### config.mk
export PLATFORM = sky130hd
export DESIGN_NAME = fetch_unit
export DESIGN_NICKNAME = d
export VERILOG_FILES = /design/src/rtl/fetch_unit.sv
export SDC_FILE = /design/constraint.sdc
export NUM_CORES = 1
export LEC_CHECK = 0
export BUFFER_PORTS_ARGS = -buffer_cell sky130_fd_sc_hd__buf_4
export CAP_MARGIN = 20
export CORE_MARGIN = 2
export CORE_UTILIZATION = 32
export DETAILED_ROUTE_END_ITERATION = 10
export SETUP_SLACK_MARGIN = 0.4
export SYNTH_ARGS = -nofsm -noshare
export SYNTH_HDL_FRONTEND = slang
export SYNTH_SLANG_ARGS = --single-unit
### constraint.sdc
create_clock -name clk -period 3.2 [get_ports clk]
set_clock_uncertainty 0.2 [all_clocks]
set_input_delay 0.96 -clock clk [delete_from_list [all_inputs] [get_ports clk]]
set_output_delay 0.96 -clock clk [all_outputs]
set_load 0.005 [all_outputs]
### src/rtl/fetch_unit.sv
// Instruction fetch unit: issues sequential word reads to a synchronous
// instruction memory and buffers the returned words, each tagged with its
// byte PC, in a small circular FIFO. A redirect flushes the buffer, squashes
// the read in flight and restarts fetching at the target.
`timescale 1ns/1ps
module fetch_unit #(
    parameter int                XLEN     = 32,
    parameter int                IMEM_AW  = 14,
    parameter int                DEPTH    = 4,
    parameter logic [XLEN-1:0]   RESET_PC = '0
) (
    input  logic                clk,
    input  logic                rst,
    output logic                imem_en,
    output logic [IMEM_AW-1:0]  imem_addr,
    input  logic [31:0]         imem_rdata,
    input  logic                redirect_valid,
    input  logic [XLEN-1:0]     redirect_pc,
    output logic                out_valid,
    input  logic                out_ready,
    output logic [31:0]         out_inst,
    output logic [XLEN-1:0]     out_pc,
    output logic [XLEN-1:0]     out_pc4
);

    localparam int PW = (DEPTH > 1) ? $clog2(DEPTH) : 1;
    localparam int CW = PW + 1;

    localparam logic [XLEN-1:0] PC_STEP    = XLEN'(4);
    localparam logic [XLEN-1:0] ALIGN_MASK = {{(XLEN-2){1'b1}}, 2'b00};
    localparam logic [CW-1:0]   CNT_ONE    = CW'(1);
    localparam logic [PW-1:0]   PTR_ONE    = PW'(1);
    localparam logic [CW:0]     DEPTH_W    = (CW+1)'(DEPTH);

    logic [XLEN-1:0] pc_reg, pc_next;
    logic [CW-1:0]   count_reg, count_next;
    logic [PW-1:0]   wr_ptr_reg, wr_ptr_next;
    logic [PW-1:0]   rd_ptr_reg, rd_ptr_next;
    logic            inflight_reg, inflight_next;
    logic [XLEN-1:0] inflight_pc_reg, inflight_pc_next;

    logic [31:0]     inst_mem [DEPTH];
    logic [XLEN-1:0] pc_mem   [DEPTH];

    logic [CW:0]     occupancy;
    logic            push;
    logic            pop;

    // Slots already committed: buffered words plus the one read still returning.
    assign occupancy = {1'b0, count_reg} + {{CW{1'b0}}, inflight_reg};

    // Only issue when the returning word is guaranteed a free slot.
    assign imem_en   = ~rst & ~redirect_valid & (occupancy < DEPTH_W);
    assign imem_addr = pc_reg[IMEM_AW+1:2];

    // Returning data is dropped when a redirect squashes it.
    assign push      = inflight_reg & ~redirect_valid;
    assign out_valid = (count_reg != '0);
    assign pop       = out_valid & out_ready;

    // Head fields are forced to zero when empty so reset shows clean outputs.
    assign out_inst  = out_valid ? inst_mem[rd_ptr_reg] : 32'd0;
    assign out_pc    = out_valid ? pc_mem[rd_ptr_reg]   : '0;
    assign out_pc4   = out_valid ? (pc_mem[rd_ptr_reg] + PC_STEP) : '0;

    // Next-state for fetch PC, FIFO bookkeeping and the in-flight tag.
    always_comb begin
        pc_next          = pc_reg;
        count_next       = count_reg;
        wr_ptr_next      = wr_ptr_reg;
        rd_ptr_next      = rd_ptr_reg;
        inflight_next    = imem_en;
        inflight_pc_next = imem_en ? pc_reg : inflight_pc_reg;

        if (redirect_valid) begin
            pc_next     = redirect_pc & ALIGN_MASK;
            count_next  = '0;
            wr_ptr_next = '0;
            rd_ptr_next = '0;
        end else begin
            if (imem_en) begin
                pc_next = pc_reg + PC_STEP;
            end
            if (push) begin
                wr_ptr_next = wr_ptr_reg + PTR_ONE;
            end
            if (pop) begin
                rd_ptr_next = rd_ptr_reg + PTR_ONE;
            end
            case ({push, pop})
                2'b10:   count_next = count_reg + CNT_ONE;
                2'b01:   count_next = count_reg - CNT_ONE;
                default: count_next = count_reg;
            endcase
        end
    end

    // Control state register with asynchronous reset.
    always_ff @(posedge clk or posedge rst) begin
        if (rst) begin
            pc_reg          <= RESET_PC;
            count_reg       <= '0;
            wr_ptr_reg      <= '0;
            rd_ptr_reg      <= '0;
            inflight_reg    <= 1'b0;
            inflight_pc_reg <= '0;
        end else begin
            pc_reg          <= pc_next;
            count_reg       <= count_next;
            wr_ptr_reg      <= wr_ptr_next;
            rd_ptr_reg      <= rd_ptr_next;
            inflight_reg    <= inflight_next;
            inflight_pc_reg <= inflight_pc_next;
        end
    end

    // Buffer storage: write the returning word with the PC it was fetched at.
    always_ff @(posedge clk) begin
        if (push) begin
            inst_mem[wr_ptr_reg] <= imem_rdata;
            pc_mem[wr_ptr_reg]   <= inflight_pc_reg;
        end
    end

endmodule

Yosys cells after proc, flatten, opt, wreduce, memory -nomap -nowiden
Memories as Yosys holds them, arrays and structs flattened.
Cells that the tools add are included.
{"block": "totals", "reg_bits": 72, "latchBits": 0, "ram_bits": 256, "rom_bits": 0, "inputBits": 68, "output_inout_bits": 112, "elab_cells": 42, "memories": 2}
{"name": "inst_mem", "depth": 4, "word_bits": 32, "rd": 1, "rd_ports_with_merged_regs": 0, "write_ports": 1, "line": "42", "text": "logic [31:0] inst_mem [DEPTH];"}
{"name": "pc_mem", "depth": 4, "word_bits": 32, "rd": 1, "rd_ports_with_merged_regs": 0, "write_ports": 1, "line": "43", "text": "logic [XLEN-1:0] pc_mem [DEPTH];"}
{"block": "op_classes", "n_addsub": 7, "mul": 0, "n_div": 0, "order_cmp": 1, "eq_ne": 2, "shifts": 0, "mux": 13, "n_bitwise": 6, "n_reduce_logical": 5}
{"op": "$mux W32", "count": 5}
{"op": "$add A32 B3 Y32 const B", "count": 2}
{"op": "$mux W2", "count": 4}
{"op": "$pmux W3 S2", "count": 1}
{"op": "$reduce_bool A2 Y1", "count": 3}
{"op": "$reduce_bool A3 Y1", "count": 2}
{"op": "$add A2 B1 Y2 const B", "count": 2}
{"op": "$add A3 B1 Y4", "count": 1}
{"op": "$and A1 B1 Y1", "count": 4}
{"op": "$lt A4 B3 Y1 const B", "count": 1}
{"op": "$add A3 B1 Y3 const B", "count": 1}
{"op": "$mux W3", "count": 1}
{"op": "$sub A3 B1 Y3 const B", "count": 1}
{"op": "$eq A2 B1 Y1 const B", "count": 1}
{"op": "$eq A2 B2 Y1 const B", "count": 1}
{"op": "$mux W1", "count": 2}
{"op": "$not A1 Y1", "count": 2}

Longest topological paths before layout
Gate-level depths: netlist (run 1).
{"block": "depth", "ltp_word": 5, "depth_mapped": 9, "depth_no_buf": 9}

Worst setup path before layout (run 1)
No wires, ideal clock.
{"block": "synth_path", "path_kind": "input to register", "startpoint": "in redirect_valid", "endpoint": "mem inst_mem[0][0] (enable)", "setup_ns": 0.427, "t_arrival_ns": 2.815, "required_time_ns": 2.573, "path_slack_ns": -0.242, "path_stages": 3, "n_path_buf": 1, "cell_sequence": "clkbuf_1 nor2b_1 and2_1"}
{"block": "synth_via", "elab_chain_len": 4}
{"item": "start, declared", "line": "17", "text": "input logic redirect_valid,"}
{"item": "$not A1 Y1", "line": "57", "text": "assign push = inflight_reg & ~redirect_valid;"}
{"item": "$and A1 B1 Y1", "line": "57"}
{"item": "$mux W1", "line": "119", "text": "if (push) begin"}
{"item": "$mux W1 (implied by the code)", "line": "120", "text": "inst_mem[wr_ptr_reg] <= imem_rdata;"}
{"item": "end, declared", "line": "42"}
Every way passes these cells.

Final worst setup path (run 1)
{"block": "layout_path", "startpoint": "reg rd_ptr_reg[0]", "endpoint": "out out_pc4[30]"}
{"block": "layout_via", "elab_chain_len": 3}
{"item": "start, declared", "line": "38", "text": "logic [PW-1:0] rd_ptr_reg, rd_ptr_next;"}
{"item": "start signal, assigned", "line": "111", "text": "rd_ptr_reg <= rd_ptr_next;"}
{"item": "$mem_v2 Z4 W32"}
{"item": "$add A32 B3 Y32", "line": "64", "text": "assign out_pc4 = out_valid ? (pc_mem[rd_ptr_reg] + PC_STEP) : '0;"}
{"item": "$mux W32", "line": "64"}
{"item": "end, declared", "line": "23", "text": "output logic [XLEN-1:0] out_pc4"}
Every way passes these cells.

==> impl_metrics.sql, run 1 <==
INSERT INTO impl_metrics (metric_group, metric, value, unit) VALUES
('setup_path', 'critPathArrivalTime', '2860', 'ps'),
('placed_design', 'port_buffers', '173', ''),
('placed_design', 'dpl-instance-area', '16000', 'sq um'),
('synth', 'synth_enable_flop_cells', '248', ''),
('synth', 'synth.top_cells.by_count', 'edfxtp_1 (248), nand2_1 (134), and2_1 (75), dfrtp_1 (68), nor2_1 (48)', ''),
('synth', 'share_of_the_synthesized_area_in_the_top_cell_type', '0.546', ''),
('cts', 'clk_transition_reported_paths', '60', 'ps'),
('pwr', 'power.leakage', '6.92', 'nW'),
('run_status', 'violations_in_the_final_reports', 'negative setup slack', ''),
('route', 'firstDrtPassIters', '5', ''),
('pwr', 'irDropWorstVdd', '713', 'uV'),
('synth', 'synth_seq_area_share', '0.671', ''),
('global_routing', 'gr_usage_total', '0.146', ''),
('cts', 'number_of_buffers_inserted_during_clock_tree_synthesis', '36', ''),
('sta', 'grt_setup_unrepaired', 'true', ''),
('sta', 'final-setup-viol-count', '92', ''),
('synth', 'synth_top_cell_by_area', 'edfxtp_1', ''),
('setup_path', 'cp_cell_instances', 'buf_12 -> buf_8 -> buf_6 -> mux4_2 -> and3_4 -> nand3_4 -> buf_6 -> nor3_4 -> xnor2_1 -> nor2_1 -> buf_4', ''),
('cts', 'clock_sink_count', '316', ''),
('final_layout', 'nets_finish', '1245', ''),
('final_layout', 'multiInputGateArea', '4350', 'sq um'),
('synth', 'ys_ff_latch', '316', ''),
('global_routing', 'grt_first_pass_wirelength', '49900', 'um'),
('final_layout', 'area_added_between_synthesis_and_finish', '34.2', '%'),
('synth', 'async_s_r_ff_share_synth', '0.215', ''),
('sta', 'slew_hr', '0.375', ''),
('sta', 'finalWorstPathRequiredPeriod', '4020', 'ps'),
('setup_path', 'timing.critical_path.from_type', 'flip-flop', ''),
('floorplanning', 'initial_utilization', '0.325', ''),
('final_layout', 'fin_util', '0.435', ''),
('sta', 'worstMarginPinSlew', '934', 'ps'),
('floorplanning', 'die_w', '210', 'um'),
('setup_path', 'cpMaxStageDelayCell', 'dfrtp_4', ''),
('cts', 'buffer_depth_of_the_longest_clock_path', '3', ''),
('setup_path', 'slowest_delay', '510', 'ps'),
('global_routing', 'vias_in_the_first_global_route', '8501', ''),
('setup_path', 'critPathMostFrequentCell', 'buf_6', ''),
('final_layout', 'largest_registers', 'inst_mem x128, pc_mem x120', ''),
('placed_design', 'place_hpwl', '20800', 'um'),
('sta', 'worst_hold_slack', '298', 'ps'),
('sta', 'post-route-period-util', '1.26', ''),
('global_routing', 'grt.overflow.total', '0', ''),
('route', 'avgRoutedWirePerCell', '19.1', 'um'),
('route', 'dr.first_iter.drc_count', '470', ''),
('setup_path', 'worstPathRequired', '2040', 'ps'),
('route', 'ant_nets', '0', ''),
('setup_path', 'setup.worst_path.end_class', 'primary output', ''),
('final_layout', 'regMostFlops', 'inst_mem', ''),
('final_layout', 'post_route_cells_drive_above_1_share', '0.421', ''),
('min_path', 'worst_hold_path_type', 'flip-flop to flip-flop', ''),
('final_layout', 'layout.area.seq', '9160', 'sq um'),
('route', 'drc', '0', ''),
('final_layout', 'n_antenna_cell', '0', ''),
('flow_run', 'drv.max_cap_violation_count', '0', ''),
('route', 'detail_route.vias_per_cell', '4.86', ''),
('setup_path', 'worstSetupPathType', 'flip-flop to primary output', ''),
('floorplanning', 'ports', '180', ''),
('cts', 'skew_pair_late_insertion_delay', '510', 'ps'),
('synth', 'synthesis.area_per_instance', '15.1', 'sq um'),
('cts', 'cts_root_buf', 'clkbuf_16', ''),
('synth', 'synth-main-ff-cell', 'edfxtp_1', ''),
('route', 'via_total_after_detailed_routing', '8423', ''),
('run_status', 'run_status', 'finished, violations left', ''),
('global_routing', 'grt_max_degree', '50', ''),
('synth', 'yosysWarnings', '0', ''),
('cts', 'tritoncts_clock_tree', 'built', ''),
('route', 'routed_wirelength', '33100', 'um'),
('final_layout', 'largest_register_ff_count', '128', ''),
('synth', 'synth_area', '13600', 'sq um'),
('synth', 'synth.area.top_cells', 'edfxtp_1 (55%), dfrtp_1 (12%), mux4_2 (7.4%)', ''),
('sta', 'final_critical_path_setup_slack', '-818', 'ps');
## kinds of logic (layout without fill, tap and decap cells)
family                     Yosys count  after routing  synth area share
AOI/OAI and AO/OA                   69             69            0.0342
xor gates and xnor gates            33             33            0.0212
adders and majority gates            7              7           0.00697
buffers and inverters               78            362            0.0333
DFF                                316            316             0.671
muxes                               66             66             0.110
other                                1              4          0.000275
and+or+nand+nor                    335            336             0.124
## critical path, delay by kind of cell (launching register included)
kind                      cells  cell delay (ps)
buffers and inverters         5              700
DFF                           1              510
muxes                         1              390
xor gates and xnor gates      1              160
and+or+nand+nor               4              580
## path summary, 6_finish.rpt
| check | start | to | slack [ps] | cells past startpoint |
|---|---|---|---|---|
| min in group asynchronous | rst | pc_reg[8] | 340 | 2 |
| min | pc_reg[30] | inflight_pc_reg[30] | 300 | 2 |
| min reg2reg | pc_reg[30] | inflight_pc_reg[30] | 300 | 2 |
| max | rd_ptr_reg[0] | out_pc4[30] | -820 | 11 |
| max reg2reg | count_reg[2] | count_reg[2] | 530 | 10 |
| max in group asynchronous | rst | inflight_pc_reg[24] | 1840 | 3 |
## power by group
part           leakage, nW  internal, mW  switching (mW)
clock                0.568          2.50            1.56
sequential            3.09          4.96           0.430
combinational         3.25          4.04            2.90
## per-stage QoR
| step | setup slack [ps] | std cells |
|---|---|---|
| floorplan | -26.1 | 908 |
| global placement | -442 | 1632 |
| detailed placement | -454 | 1632 |
| CTS | -833 | 1705 |
| global route | -933 | 1732 |
| finish | -818 | 1732 |
## placed cells by master (no fill, tap or decap), types with 14 or more instances in the layout
master     netlist  final
and2_1          75     16
and2_4           0     59
buf_12           2     21
buf_4           20    161
buf_6            4     98
clkbuf_16        0     41
dfrtp_1         68     64
edfxtp_1       248    248
mux4_2          45     62
nand2_1        134    127
nand3_1         20     14
nor2_1          48     47
o21ai_0         26     26
xor2_1          21     21
## repair_timing
item	CTS	global route
pin swaps	13	63
setup buffers	11	22
gates resized for setup	93	142
cloned	1	5
hold buffers	0	0
setup endpoints to repair	93	94
hold endpoints to repair	0	0
## metal layers
metal	vias up	GRT usage	wire length, um
li1	3904	-	-
met3	54	0.0299	2050
met5	-	0	0
met2	269	0.237	15700
met4	0	0.0430	788
met1	4196	0.198	14500
## cell type report
| cell class | count | area share |
|---|---|---|
| clock buffer | 45 | 0.0539 |
| clock inverter | 16 | 0.00977 |
| inverter | 13 | 0.00342 |
| multi-input combinational | 515 | 0.238 |
| sequential | 316 | 0.500 |
| tap | 539 | 0.0368 |
| timing repair buffer | 288 | 0.158 |
Power figures use the tool's default switching activity.
==> inputs of run 2 (changes only) <==
==> constraint.sdc (replaced) <==
create_clock -name clk -period 5.2 [get_ports clk]
set_clock_uncertainty 0.2 [all_clocks]
set_input_delay 1.56 -clock clk [delete_from_list [all_inputs] [get_ports clk]]
set_output_delay 1.56 -clock clk [all_outputs]
set_load 0.005 [all_outputs]
==> run 2 against run 1 <==
Compared with the run above: the flow now finishes without violations; largest cell class unchanged; cell count decreased by 5.0%; largest power group is now sequential cells; via count decreased by 4.1%; sequential share of layout area increased by 4.9 points; non-clock buffer count decreased by 90; highest routed layer unchanged; critical path depth decreased by 3; core utilization decreased by 3.9 points.
==> impl_metrics.sql, run 2 (synthesis gave the netlist of run 1 again) <==
INSERT INTO impl_metrics (metric_group, metric, value, unit) VALUES
('cts', 'clk_transition_reported_paths', '60', 'ps'),
('final_layout', 'mostFrequentLayoutCell', 'edfxtp_1', ''),
('setup_path', 'crit_fanout', '16', ''),
('route', 'dr.first_iter.drc_count', '466', ''),
('min_path', 'worst_hold_path_type', 'flip-flop to flip-flop', ''),
('sta', 'finalWorstPathRequiredPeriod', '4680', 'ps'),
('setup_path', 'setup.worst_path.end_class', 'primary output', ''),
('route', 'drc', '0', ''),
('cts', 'tritoncts_clock_tree', 'built', ''),
('floorplanning', 'die_w', '210', 'um'),
('final_layout', 'regMostFlops', 'inst_mem', ''),
('sta', 'finalMaxSlewViolations', '0', ''),
('route', 'via_total_after_detailed_routing', '8076', ''),
('cts', 'cts_hold_buf', '0', ''),
('global_routing', 'gr_usage_total', '0.140', ''),
('final_layout', 'commonest_non_fill_non_tap_cells_in_the_layout', 'edfxtp_1 (248), buf_4 (193), nand2_1 (133), and2_1 (70), dfrtp_1 (66)', ''),
('sta', 'slew_hr', '0.319', ''),
('route', 'routed_wirelength', '31500', 'um'),
('setup_path', 'cpMaxStageDelayCell', 'mux4_2', ''),
('setup_path', 'timing.reg2reg.worst_path_depth', '7', ''),
('cts', 'clock_sink_count', '316', ''),
('placed_design', 'dp_worst_setup_slack', '557', 'ps'),
('cts', 'buffer_depth_of_the_longest_clock_path', '3', ''),
('setup_path', 'worstSetupPathType', 'flip-flop to primary output', ''),
('global_routing', 'vias_in_the_first_global_route', '8026', ''),
('route', 'ant_nets', '0', ''),
('global_routing', 'grt.overflow.total', '0', ''),
('pwr', 'power.leakage', '6.14', 'nW'),
('global_routing', 'grt_first_pass_wirelength', '47700', 'um'),
('cts', 'number_of_buffers_inserted_during_clock_tree_synthesis', '36', ''),
('min_path', 'hold_path_end', 'inflight_pc_reg[30]', ''),
('setup_path', 'worst_path_dominant_cell_family', 'simple AND/OR/NAND/NOR gates', ''),
('min_path', 'holdCritStartpoint', 'pc_reg[30]', ''),
('setup_path', 'cp_cell_instances', 'buf_12 -> mux4_2 -> and2_2 -> and4_4 -> and4bb_1 -> xnor2_1 -> nor2_1 -> buf_4', ''),
('final_layout', 'area_added_between_synthesis_and_finish', '22.1', '%'),
('run_status', 'run_status', 'completed', ''),
('setup_path', 'worstPathRequired', '3440', 'ps'),
('cts', 'skew_pair_late_insertion_delay', '510', 'ps'),
('final_layout', 'largest_registers', 'inst_mem x128, pc_mem x120', ''),
('placed_design', 'place.gp.congestion', '0.780', ''),
('floorplanning', 'chipHeight', '210', 'um'),
('floorplanning', 'ports', '180', ''),
('flow_run', 'drv.max_cap_violation_count', '0', ''),
('global_routing', 'initial_antenna_violation_count', '0', ''),
('placed_design', 'port_buffers', '173', ''),
('final_layout', 'nets_finish', '1155', ''),
('route', 'detail_route.vias_per_cell', '4.91', ''),
('cts', 'htreeDepth', '2', ''),
('final_layout', 'design_area', '16700', 'sq um'),
('cts', 'cts_root_buf', 'clkbuf_16', ''),
('setup_path', 'timing.rr.end', 'pc_reg[26]', ''),
('final_layout', 'largest_register_ff_count', '128', ''),
('final_layout', 'post_route_cells_drive_above_1_share', '0.299', ''),
('setup_path', 'critPathBufInv', '2', ''),
('final_layout', 'n_antenna_cell', '0', ''),
('floorplanning', 'placementRows', '75', ''),
('sta', 'timing_hold_violations_final', '0', ''),
('pwr', 'irDropWorstVdd', '384', 'uV'),
('sta', 'final-setup-viol-count', '0', ''),
('placed_design', 'place_hpwl', '19000', 'um'),
('sta', 'fmax', '213', 'MHz'),
('sta', 'grt_setup_unrepaired', 'true', ''),
('setup_path', 'critPathArrivalTime', '2920', 'ps'),
('route', 'avgRoutedWirePerCell', '19.1', 'um'),
('floorplanning', 'core_area', '42000', 'sq um'),
('sta', 'post-route-period-util', '0.901', ''),
('sta', 'worstMarginPinSlew', '1020', 'ps'),
('setup_path', 'timing.critical_path.from_type', 'flip-flop', ''),
('setup_path', 'launch_point_of_the_worst_reg_to_reg_path', 'pc_reg[3]', ''),
('route', 'firstDrtPassIters', '5', ''),
('sta', 'setup_total_negative_slack', '0', 'ps'),
('final_layout', 'fin_util', '0.396', ''),
('floorplanning', 'initial_utilization', '0.325', ''),
('setup_path', 'ff2ff_setup_slack', '2330', 'ps'),
('min_path', 'min_delay_path_depth', '2', ''),
('sta', 'final_critical_path_setup_slack', '515', 'ps'),
('floorplanning', 'dieArea', '44300', 'sq um'),
('global_routing', 'grt_max_degree', '66', ''),
('setup_path', 'slowest_delay', '570', 'ps'),
('pwr', 'cellPowerDensity', '524', 'nW/um^2'),
('placed_design', 'dpl-instance-area', '15300', 'sq um');
==> run 2: stage by stage <==
step                      total power [mW]  hold WS [ps]  instances
after floorplan                       4.87           261        908
after global placement                6.16           289       1567
after detailed placement              6.20           295       1567
after CTS                             8.82           313       1639
after global routing                  9.21           340       1645
final                                 8.73           310       1645
==> run 2: worst min-delay path: cells and delay by family, from the launching register on <==
| kind | cells | cell delay (ps) |
|---|---|---|
| DFF | 1 | 370 |
| and+or+nand+nor | 2 | 110 |
==> run 2: worst max path at each step <==
stage / startpoint / to / slack, ps / depth (start not counted)
2_1_floorplan: redirect_valid / imem_en / 650 / 6
3_3_place_gp: rd_ptr_reg[0] / out_pc4[31] / 650 / 8
3_5_place_dp: rd_ptr_reg[0] / out_pc4[31] / 560 / 8
4_1_cts: rd_ptr_reg[0] / out_pc4[31] / 400 / 8
5_1_grt: rd_ptr_reg[0] / out_pc4[31] / 380 / 8
6_report: rd_ptr_reg[0] / out_pc4[23] / 520 / 8
==> run 2: metal layers <==
layer  GRT usage  share of wire  wire [um]  up-vias
li1            -              -          -     3726
met1       0.194           0.46      14400     4068
met4      0.0304          0.017        531        0
met2       0.231           0.47      14900      235
met3      0.0244          0.051       1610       47
met5           0              0          0        -
==> run 2: area by class of cell <==
type	count	area, sq um
well taps	539	674
clock inverters	23	223
flip-flops and latches	316	9160
multi-input cells	515	4090
inverters	13	48.8
clock buffers	41	941
repair buffers	198	1540
fillers	3945	25400
==> run 2: where the power goes <==
part	switching (mW)	total, mW	internal [mW]
Sequential	0.275	3.33	3.05
Combinational	1.42	2.91	1.50
Clock	0.986	2.49	1.50
==> run 2: repair_timing <==
| action | CTS | global route |
|---|---|---|
| gates cloned | 1 | 0 |
| pin swaps | 3 | 4 |
| buffers inserted | 7 | 5 |
| endpoints found under the setup margin | 47 | 6 |
| resized for setup | 12 | 11 |
